File: config.mk
export PLATFORM = sky130hd
export DESIGN_NAME = mode_counter
export DESIGN_NICKNAME = d
export VERILOG_FILES = /design/src/rtl/counter_pkg.sv /design/src/rtl/mode_counter.sv
export SDC_FILE = /design/constraint.sdc
export NUM_CORES = 1
export LEC_CHECK = 0
export ABC_AREA = 1
export BUFFER_PORTS_ARGS = -buffer_cell sky130_fd_sc_hd__buf_2
export CAP_MARGIN = 25
export CELL_PAD_IN_SITES_DETAIL_PLACEMENT = 1
export CELL_PAD_IN_SITES_GLOBAL_PLACEMENT = 1
export CORE_UTILIZATION = 35
export CTS_BUF_LIST = sky130_fd_sc_hd__clkbuf_4
export DETAILED_ROUTE_END_ITERATION = 10
export PLACE_DENSITY_LB_ADDON = 0.3
export SLEW_MARGIN = 20
export SYNTH_ARGS = -nofsm -noshare
export SYNTH_HDL_FRONTEND = slang
export SYNTH_SLANG_ARGS = --single-unit
File: constraint.sdc
create_clock -name clk -period 1.3 [get_ports clk]
set_input_delay 0.13 -clock clk [delete_from_list [all_inputs] [get_ports clk]]
set_output_delay 0.13 -clock clk [all_outputs]
set_load 0.005 [all_outputs]
File: src/rtl/counter_pkg.sv
// Shared definitions for the counter lab datapath: FSM state encoding.
package counter_pkg;

    // Encoding is fixed so downstream display/checker logic can decode it.
    // The value 2'd3 is unused and recovers to S_IDLE.
    typedef enum logic [1:0] {
        S_IDLE = 2'd0,
        S_RUN  = 2'd1,
        S_DONE = 2'd2
    } state_e;

endpackage : counter_pkg

File: src/rtl/mode_counter.sv
// Programmable terminal-count counter. Counts 0..lim_q after an accepted
// start, flags terminal count, then either stops in DONE (one-shot) or
// wraps to 0 (auto-reload). Soft clear and freeze come from the upstream
// selector stage.
module mode_counter
    import counter_pkg::*;
#(
    parameter int WIDTH = 8
) (
    input  logic             clk,
    input  logic             reset,
    input  logic             clr,
    input  logic             freeze,
    input  logic             start,
    input  logic             auto,
    input  logic [WIDTH-1:0] limit,
    output logic [WIDTH-1:0] count,
    output logic             busy,
    output logic             tc,
    output logic             done
);

    state_e           state_q, state_d;
    logic [WIDTH-1:0] count_q, count_d;
    logic [WIDTH-1:0] lim_q,   lim_d;

    logic at_limit;

    assign at_limit = (count_q == lim_q);

    // Next-state, next-count and limit-latch logic; priority clr > freeze > run.
    always_comb begin
        // NOTE: every target gets a hold default first so no path leaves it
        // unassigned; otherwise synthesis infers a latch.
        state_d = state_q;
        count_d = count_q;
        lim_d   = lim_q;

        if (clr) begin
            // Soft clear: back to IDLE with count zeroed, limit kept.
            state_d = S_IDLE;
            count_d = '0;
        end else if (!freeze) begin
            // Frozen cycles fall through with everything held; a start seen
            // while frozen is simply never acted on.
            case (state_q)
                S_IDLE, S_DONE: begin
                    if (start) begin
                        lim_d   = limit;
                        count_d = '0;
                        state_d = S_RUN;
                    end
                end
                S_RUN: begin
                    if (at_limit) begin
                        // auto is only looked at here, so a mid-run change
                        // takes effect at the next terminal count.
                        if (auto) begin
                            count_d = '0;
                        end else begin
                            state_d = S_DONE;
                        end
                    end else begin
                        // count never exceeds lim_q, so this cannot wrap.
                        count_d = count_q + 1'b1;
                    end
                end
                default: begin
                    // Unused encoding recovers to IDLE with a clean count.
                    state_d = S_IDLE;
                    count_d = '0;
                end
            endcase
        end
    end

    // State registers with synchronous active-high reset.
    always_ff @(posedge clk) begin
        // NOTE: clocked state uses non-blocking assignments so every register
        // samples the pre-edge values, independent of statement order.
        if (reset) begin
            state_q <= S_IDLE;
            count_q <= '0;
            lim_q   <= '0;
        end else begin
            state_q <= state_d;
            count_q <= count_d;
            lim_q   <= lim_d;
        end
    end

    assign count = count_q;
    assign busy  = (state_q == S_RUN);
    assign done  = (state_q == S_DONE);
    // Terminal count is combinational so it lines up with the cycle in which
    // count shows lim_q; freeze masks it so a held run never re-flags.
    assign tc    = (state_q == S_RUN) & at_limit & ~freeze;

endmodule : mode_counter
==> impl_metrics.py, run 1 <==
metrics = {
    "timing": {
        "finalWorstPathRequiredPeriod_ps": 1579,
        "relSlewSlack_pct": 77.33,
        "hold_violations": 0,
        "skew_ps": 10.32,
        "worst_slack_ps": -278.8,
        "setup_viol": 11,
        "rsz0062_at_grt": "yes",
        "fmax_ghz": 0.6334,
        "post-route-period-util_pct": 121.4,
        "worst_slew_pin_slew_ps": 337.5,
        "maxSlewViolCount": 0,
    },
    "logic_synthesis": {
        "synth_top_family_by_area": "simple AND/OR/NAND/NOR gates",
        "netlist_area_mm2": 0.001109,
        "synthSimpleGateAreaFrac_pct": 41.99,
        "synth_compound_area_share_pct": 8.014,
        "synthDistinctLibCells": 27,
        "synthAdderAreaFrac_pct": 1.129,
        "syn_avg_cell_area_um2": 6.760,
        "ys_seq_area_share_pct": 32.51,
        "syn_inst": 164,
        "synth_seq_cells": 18,
        "synthMuxAreaShare_pct": 0,
        "synth_fp_nets": 179,
        "synth_xor_area_share_pct": 4.740,
        "yosysWarnings": 0,
    },
    "worst_setup_path": {
        "endpoint_kind": "register",
        "worst_setup_path_start_kind": "register",
        "arrival_ps": 1790,
        "worstSetupPathType": "reg2reg",
        "setup.worst_path.start": "count[0]$_SDFFE_PP0P_",
        "reg2reg_to": "count[6]$_SDFFE_PP0P_",
        "crit_fanout": 7,
        "timing.rr.start": "count[0]$_SDFFE_PP0P_",
        "ff2ff_setup_slack_ps": -280,
        "reg2reg_depth": 11,
        "cp.required_ps": 1510,
        "endpoint": "count[6]$_SDFFE_PP0P_",
    },
    "pwr": {
        "ir_worst_vdd_v": 0.0004001,
        "leakage_nw": 0.7619,
        "powerDensity_mw_per_mm2": 751.1,
    },
    "die": {
        "ioPinCount": 25,
        "die_w_um": 58.28,
        "start_util_pct": 36.61,
        "die_area_mm2": 0.003397,
        "core_mm2": 0.003028,
        "die_h_um": 58.28,
        "rows": 20,
    },
    "final_layout": {
        "diodes": 0,
        "area.growth.synth_to_final_pct": 42.89,
        "fin_area_mm2": 0.001584,
        "nets": 232,
        "mostFrequentLayoutCell": "nand2_1",
        "finish.utilization_pct": 52.31,
        "layout-drive-gt1-share_pct": 46.05,
        "final_cell_mix": "32 x nand2_1, 24 x nor2_1, 24 x buf_2, 24 x buf_4, 19 x inv_1",
    },
    "clocking": {
        "cts-root-buf": "clkbuf_4",
        "clk_latency_ps": 310,
        "ctsHtreeMaxLevel": 1,
        "hold_buffers": 0,
        "cts_buffers": 3,
        "cts.reportedPaths.clkPinSlew_ps": 110,
        "cts_tree": "done",
        "clock_sinks": 18,
        "cts_buffer_depth": 2,
    },
    "global_routing": {
        "grt-ovfl-total": 0,
        "grt_pass1_vias": 1224,
        "grt_pass1_wl_um": 5651,
        "antenna_found_initial": 0,
        "grt_max_degree": 12,
        "grt_usage_pct": 22.54,
    },
    "route": {
        "drtIter0Drc": 51,
        "vias": 1253,
        "drt_wl_total_um": 4006,
        "drc": 0,
        "dr.pass1.iters": 4,
        "vias_per_cell": 4.838,
        "wire_per_inst_um": 15.47,
        "drtAntennaViolNets": 0,
    },
    "place": {
        "gp_congestion": 0.8215,
        "port_buffers": 24,
        "dpl_cell_area_mm2": 0.001383,
        "dp_hpwl_um": 2643,
    },
    "outcome": {
        "status": "complete, but fails checks",
        "violations": "negative setup slack",
    },
    "job": {
        "drv_cap": 0,
    },
    "min_path": {
        "hold_path.class": "in2reg",
    },
}
flip-flops by register name (all words and copies together) (netlist names):
| signal | count |
|---|---|
| state_q | 2 |
| lim_q | 8 |
| count | 8 |
cells in the mapped netlist:
library cell	count	area (µm²)
nand2_1	34	127.6
nor2_1	27	101.4
inv_1	20	75.07
dfxtp_1	18	360.4
nand3_1	12	60.06
o21ai_0	7	35.03
nand4_1	5	31.28
xnor2_1	5	43.79
a21oi_1	4	20.02
inv_2	4	15.01
nand2_2	4	25.02
clkinv_1	3	11.26
nor2_4	3	33.78
buf_6	2	22.52
nor2_2	2	12.51
nor3_1	2	10.01
o21ai_1	2	10.01
a21boi_0	1	7.510
a21oi_2	1	8.760
clkinv_2	1	5.000
ha_1	1	12.51
nand2_4	1	11.26
nand3_2	1	10.01
nand4_4	1	21.27
nor4_4	1	21.27
o211ai_1	1	7.510
xor2_1	1	8.760
per-layer routing:
metal | share of wire, % | vias up | track usage, %
met1 | 43 | 592 | 27.02
met5 | 0 | - | 0
met4 | 2.7 | 0 | 10.88
met3 | 2.9 | 11 | 2.902
met2 | 52 | 34 | 39.57
li1 | - | 616 | -
worst min path at each step:
stage | from | to | slack (ps) | depth (start not counted)
floorplan | limit[2] | lim_q[2]$_SDFFE_PP0P_ | 260 | 2
global placement | limit[4] | lim_q[4]$_SDFFE_PP0P_ | 350 | 3
detailed placement | limit[4] | lim_q[4]$_SDFFE_PP0P_ | 370 | 3
CTS | limit[6] | lim_q[6]$_SDFFE_PP0P_ | 50 | 3
global route | limit[6] | lim_q[6]$_SDFFE_PP0P_ | 80 | 3
finish | limit[6] | lim_q[6]$_SDFFE_PP0P_ | 50 | 3
per-stage QoR:
stage                     setup TNS [ps]  hold WS (ps)  worst slack, ps  instances  power (mW)
after floorplan                        0         264.9            7.561        164      0.7494
after global placement            -596.6         351.7           -119.0        246      0.8154
final                              -2136         54.54           -278.8        259       1.190
after global routing               -3028         78.96           -357.1        259       1.249
after CTS                          -1642         50.71           -209.3        253       1.155
after detailed placement           -1046         374.7           -142.9        246      0.8278
cell type report:
| cell class | instances | area (µm²) |
|---|---|---|
| clock buffer | 3 | 22.52 |
| timing repair buffer | 50 | 322.8 |
| tap | 44 | 55.05 |
| fill | 405 | 1444 |
| sequential | 18 | 382.9 |
| multi-input combinational | 116 | 694.4 |
| inverter | 28 | 106.4 |
worst max-delay path, stage by stage, from the launching register on:
cell	delay, ps
dfxtp_4	380
inv_2	60
nand2_1	60
nand2_1	90
nand2_2	90
nor2_4	160
buf_6	130
nand4_4	140
nand2_4	160
nand2_1	80
nand2_1	80
nor2_1	50
repair_timing:
item,CTS,global route
setup buffers,4,6
hold endpoints to repair,0,0
pin swaps,8,13
endpoints found under the setup margin,13,16
resized for setup,12,21
power breakdown:
group	internal, mW	leakage (nW)	switching [mW]
registers	0.566	0.153	0.0177
logic	0.132	0.595	0.186
clock network	0.108	0.0138	0.180
total	0.806	0.762	0.384
logic make-up after synthesis:
logic type / Yosys count
xor gates and xnor gates: 6
AOI/OAI and AO/OA: 16
and+or+nand+nor: 93
adders and majority gates: 1
buffers and inverters: 30
DFF: 18
No activity file was read; power rests on OpenSTA's default activity.
==> run 2, diff against run 1 <==
Settings changed: CELL_PAD_IN_SITES_DETAIL_PLACEMENT 1 to 0.
==> run 2 against run 1 <==
The flow still finishes with violations (negative setup slack). Wire length fell by 28%. Hold slack improved by 4.0 ps. Global-route usage fell by 4.7 points. Setup slack improved by 130 ps. Via count fell by 6.7%. Total power fell by 0.74%. Critical path depth fell by 3. Die area did not move. Flip-flop and latch count did not move. Sequential share of layout area fell by 0.84 points. Cell area rose by 2.6%. Clock-buffer cell count did not move.
==> impl_metrics.py, run 2 (synthesis gave the netlist of run 1 again) <==
metrics = {
    "outcome": {
        "status": "complete, but fails checks",
        "violations": "negative setup slack",
    },
    "global_routing": {
        "grt_max_degree": 12,
        "grt_usage_pct": 17.86,
        "antenna_found_initial": 0,
        "grt-ovfl-total": 0,
        "grt_pass1_wl_um": 4595,
        "grt_pass1_vias": 1056,
    },
    "route": {
        "vias_per_cell": 4.479,
        "drtIter0Drc": 26,
        "vias": 1169,
        "drtAntennaViolNets": 0,
        "drt_wl_total_um": 2898,
        "dr.pass1.iters": 4,
        "wire_per_inst_um": 11.10,
        "drc": 0,
    },
    "worst_setup_path": {
        "worstSetupPathType": "reg2out",
        "arrival_ps": 1320,
        "crit_fanout": 4,
        "worst_setup_path_start_kind": "register",
        "cp.required_ps": 1170,
        "setup.worst_path.start": "count[0]$_SDFFE_PP0P_",
        "timing.rr.start": "count[0]$_SDFFE_PP0P_",
        "endpoint_kind": "primary output",
    },
    "die": {
        "die_h_um": 58.28,
        "die_area_mm2": 0.003397,
        "start_util_pct": 36.61,
        "core_mm2": 0.003028,
        "die_w_um": 58.28,
        "ioPinCount": 25,
        "rows": 20,
    },
    "min_path": {
        "hold_path.class": "in2reg",
        "min_from": "limit[6]",
    },
    "timing": {
        "fmax_ghz": 0.6884,
        "relSlewSlack_pct": 79.43,
        "setup_tns_ps": -1018,
        "rsz0062_at_grt": "yes",
        "worst_slack_ps": -152.6,
        "skew_ps": 9.657,
        "hold_violations": 0,
        "worst_slew_pin_slew_ps": 306.2,
        "maxSlewViolCount": 0,
        "setup_viol": 10,
        "finalWorstPathRequiredPeriod_ps": 1453,
        "post-route-period-util_pct": 111.7,
    },
    "final_layout": {
        "finish.utilization_pct": 53.68,
        "fin_area_mm2": 0.001625,
        "fillers": 300,
        "layout-drive-gt1-share_pct": 48.85,
        "diodes": 0,
        "mostFrequentLayoutCell": "nand2_1",
        "nets": 234,
        "multi_input_area_um2": 720.7,
        "layout.area.seq_um2": 379.1,
        "area.growth.synth_to_final_pct": 46.61,
        "final_cell_mix": "29 x nand2_1, 25 x nor2_1, 25 x buf_4, 24 x buf_2, 19 x inv_1",
    },
    "place": {
        "dpl_cell_area_mm2": 0.001383,
        "dp_hpwl_um": 2175,
        "gp_congestion": 0.8215,
        "port_buffers": 24,
        "place_ws_ps": -93.74,
    },
    "pwr": {
        "internal_power_mw": 0.8200,
        "ir_worst_vdd_v": 0.0004740,
        "switchingPower_mw": 0.3610,
        "clock_power_share_pct": 23.4,
        "leakage_nw": 0.7768,
        "switching_share_pct": 30.57,
        "p_comb_share_pct": 27.1,
        "seqPwrFrac_pct": 49.5,
        "powerDensity_mw_per_mm2": 726.6,
        "power_mw": 1.181,
    },
    "clocking": {
        "cts.reportedPaths.clkPinSlew_ps": 100,
        "ctsHtreeMaxLevel": 1,
        "cts_tree": "done",
        "cts_buffers": 3,
        "cts_buffer_depth": 2,
        "cts-root-buf": "clkbuf_4",
        "clock_sinks": 18,
        "clk_latency_ps": 290,
    },
    "job": {
        "drv_cap": 0,
    },
}
-- run 2: power by group through the flow --
stage	combinational [mW]	sequential, mW	clock [mW]
after floorplan	0.155	0.595	0
after global placement	0.218	0.597	0
after detailed placement	0.221	0.598	0
after CTS	0.261	0.587	0.285
after global routing	0.348	0.588	0.306
final	0.320	0.584	0.276
-- run 2: layer usage --
layer / track usage [%] / vias up / part of all wire, %
li1: - / 622 / -
met4: 8.163 / 0 / 1.5
met5: 0 / - / 0
met3: 2.455 / 4 / 3.4
met1: 24.25 / 518 / 48
met2: 28.08 / 25 / 47
-- run 2: stage by stage --
step | std cells | hold WS, ps
after global routing | 261 | 67.70
final | 261 | 58.50
after CTS | 253 | 55.39
after global placement | 246 | 351.7
after floorplan | 164 | 264.9
after detailed placement | 246 | 360.2
-- run 2: what timing repair did --
item,CTS,global route
gates resized for setup,14,26
hold buffers,0,0
setup buffers,4,8
pin swaps,8,13
setup endpoints to repair,12,13
-- run 2: area by class of cell --
class / count / area share (%)
Sequential cell: 18 / 23.33
Multi-Input combinational cell: 116 / 44.34
Timing Repair Buffer: 52 / 21.02
Tap cell: 44 / 3.387
Inverter: 28 / 6.543
Clock buffer: 3 / 1.386
-- run 2: critical path, stage by stage (launching register included) --
cell and delay, ps:
dfxtp_4 370, inv_2 50, nand2_1 40, nand2_1 60, nand2_2 80, nor2_4 150, nand2_4 70, nor3_2 80
buf_2 120
-- run 2: worst paths after layout --
path	endpoint	slack (ps)	depth (start not counted)
setup / recovery	tc	-150	8
hold / removal	lim_q[6]$_SDFFE_PP0P_	60	3
setup reg to reg	count[7]$_SDFFE_PP0P_	-140	11
hold reg to reg	lim_q[5]$_SDFFE_PP0P_	470	2
==> run 3, diff against run 2 <==
Settings changed: BUFFER_PORTS_ARGS -buffer_cell sky130_fd_sc_hd__buf_2 to not set, DONT_BUFFER_PORTS set to 1.
==> run 3 against run 2 <==
The flow still finishes with violations (negative setup slack). Largest cell class unchanged. Wire length fell by 4.6%. Global-route usage rose by 0.30 points. Cell area fell by 5.4%. Die area did not move. Setup slack improved by 12 ps. Clock-buffer cell count did not move. Clock power rose by 12%. Utilization fell by 2.9 points. Fmax rose by 0.82%. Critical endpoint is now count[6]$_SDFFE_PP0P_. Sequential share of layout area rose by 1.6 points. Via count fell by 3.9%.
==> impl_metrics.py, run 3 (synthesis gave the netlist of run 1 again) <==
metrics = {
    "worst_setup_path": {
        "arrival_ps": 1640,
        "crit_fanout": 7,
        "slowest_delay_ps": 350,
        "worst_setup_path_start_kind": "register",
        "cp.required_ps": 1500,
        "critical-path-top-delay-family": "simple AND/OR/NAND/NOR gates",
        "critical_path_buf_inv_count": 1,
        "crit_path_frequent_cell": "nand2_2",
        "reg2reg_depth": 9,
        "cp_slowest_cell": "dfxtp_2",
        "cp.depth": 9,
        "worstSetupPathType": "reg2reg",
        "crit_chain": "xnor2_1 -> nand2_1 -> nor2_4 -> buf_6 -> nand4_4 -> nand2_4 -> nand2_2 -> nand2_2 -> nor2_2",
        "endpoint_kind": "register",
    },
    "final_layout": {
        "diodes": 0,
        "layout.area.seq_um2": 382.9,
        "layout-drive-gt1-share_pct": 35.64,
        "area.growth.synth_to_final_pct": 38.71,
        "final_cell_mix": "29 x nand2_1, 28 x buf_4, 26 x nor2_1, 19 x inv_1, 12 x nand3_1",
        "fillers": 313,
        "mostFrequentLayoutCell": "nand2_1",
        "nets": 218,
        "multi_input_area_um2": 670.6,
    },
    "route": {
        "drc": 0,
        "dr.pass1.iters": 4,
        "vias": 1123,
        "wire_per_inst_um": 11.24,
        "drtIter0Drc": 34,
        "vias_per_cell": 4.565,
        "drt_wl_total_um": 2764,
        "drtAntennaViolNets": 0,
    },
    "timing": {
        "maxSlewViolCount": 0,
        "worst_slack_ps": -140.8,
        "post-route-period-util_pct": 110.8,
        "setup_viol": 10,
        "finalWorstPathRequiredPeriod_ps": 1441,
        "hold_violations": 0,
        "whs_ps": 16.09,
        "fmax_ghz": 0.6941,
        "relSlewSlack_pct": 77.19,
        "rsz0062_at_grt": "yes",
        "setup_tns_ps": -953.3,
        "skew_ps": 7.402,
        "worst_slew_pin_slew_ps": 340.9,
    },
    "global_routing": {
        "grt-ovfl-total": 0,
        "grt_pass1_vias": 1107,
        "grt_max_degree": 12,
        "antenna_found_initial": 0,
        "grt_pass1_wl_um": 4740,
        "grt_usage_pct": 18.16,
    },
    "die": {
        "start_util_pct": 36.61,
        "die_area_mm2": 0.003397,
        "core_mm2": 0.003028,
        "die_h_um": 58.28,
        "ioPinCount": 25,
        "rows": 20,
        "die_w_um": 58.28,
    },
    "min_path": {
        "holdPathStages": 2,
        "hold_path.class": "in2reg",
    },
    "place": {
        "gp_congestion": 0.8496,
        "dp_hpwl_um": 2076,
        "port_buffers": 0,
    },
    "clocking": {
        "ctsHtreeMaxLevel": 1,
        "cts.reportedPaths.clkPinSlew_ps": 120,
        "clk_latency_ps": 300,
        "cts-root-buf": "clkbuf_4",
        "cts_buffer_depth": 2,
        "cts_tree": "done",
        "cts_buffers": 3,
        "clock_sinks": 18,
    },
    "outcome": {
        "violations": "negative setup slack",
        "status": "complete, but fails checks",
    },
    "pwr": {
        "powerDensity_mw_per_mm2": 754.9,
        "ir_worst_vdd_v": 0.0003730,
        "leakage_nw": 0.6970,
    },
    "job": {
        "drv_cap": 0,
    },
}
==> run 3: cell count changes in the layout (fill, tap and decap cells not counted), sizes merged <==
cell and change:
dlygate4sd3 +6, buf -22, inv -1, clkinv +2
==> run 3: cell type report <==
class	count	area share [%]
clock buffers	3	1.465
flip-flops and latches	18	24.90
clock inverters	1	0.2441
well taps	44	3.580
inverters	28	7.160
multi-input cells	116	43.61
repair buffers	36	19.04
==> run 3: path summary, 6_finish.rpt <==
| kind | start | end | slack [ps] |
|---|---|---|---|
| max | lim_q[4]$_SDFFE_PP0P_ | count[6]$_SDFFE_PP0P_ | -140 |
| min | limit[1] | lim_q[1]$_SDFFE_PP0P_ | 20 |
| min reg2reg | count[0]$_SDFFE_PP0P_ | count[0]$_SDFFE_PP0P_ | 470 |
| max reg2reg | lim_q[4]$_SDFFE_PP0P_ | count[6]$_SDFFE_PP0P_ | -140 |
==> run 3: through the flow <==
| stage | util (%) | setup slack [ps] | power, mW | cell area (µm²) | std cells |
|---|---|---|---|---|---|
| floorplan | - | 7.561 | 0.7494 | 1110 | 164 |
| global placement | 43.68 | -130.9 | 0.7921 | 1323 | 230 |
| detailed placement | 43.68 | -141.1 | 0.7938 | 1323 | 230 |
| CTS | 48.84 | -117.3 | 1.155 | 1479 | 244 |
| global route | 50.79 | -210.6 | 1.226 | 1538 | 246 |
| finish | 50.79 | -140.8 | 1.161 | 1538 | 246 |
==> run 3: power breakdown <==
part	internal (mW)	switching (mW)	total, mW
Clock	0.112	0.196	0.308
Sequential	0.563	0.0157	0.579
Combinational	0.123	0.151	0.274
==> run 3: what timing repair did <==
| item | in CTS | in global routing |
|---|---|---|
| endpoints found under the setup margin | 11 | 15 |
| buffers inserted | 4 | 2 |
| gates resized for setup | 15 | 14 |
| gates cloned | 0 | 0 |
| hold endpoints to repair | 6 | 0 |
| pin swaps | 8 | 12 |
| hold buffers | 6 | 0 |
==> run 3: layer usage <==
| metal | share of wire, % | up-vias | GRT usage, % |
|---|---|---|---|
| li1 | - | 586 | - |
| met1 | 47 | 504 | 24.18 |
| met2 | 47 | 29 | 29.06 |
| met3 | 5.4 | 4 | 4.018 |
| met4 | 1.0 | 0 | 6.122 |
| met5 | 0 | - | 0 |
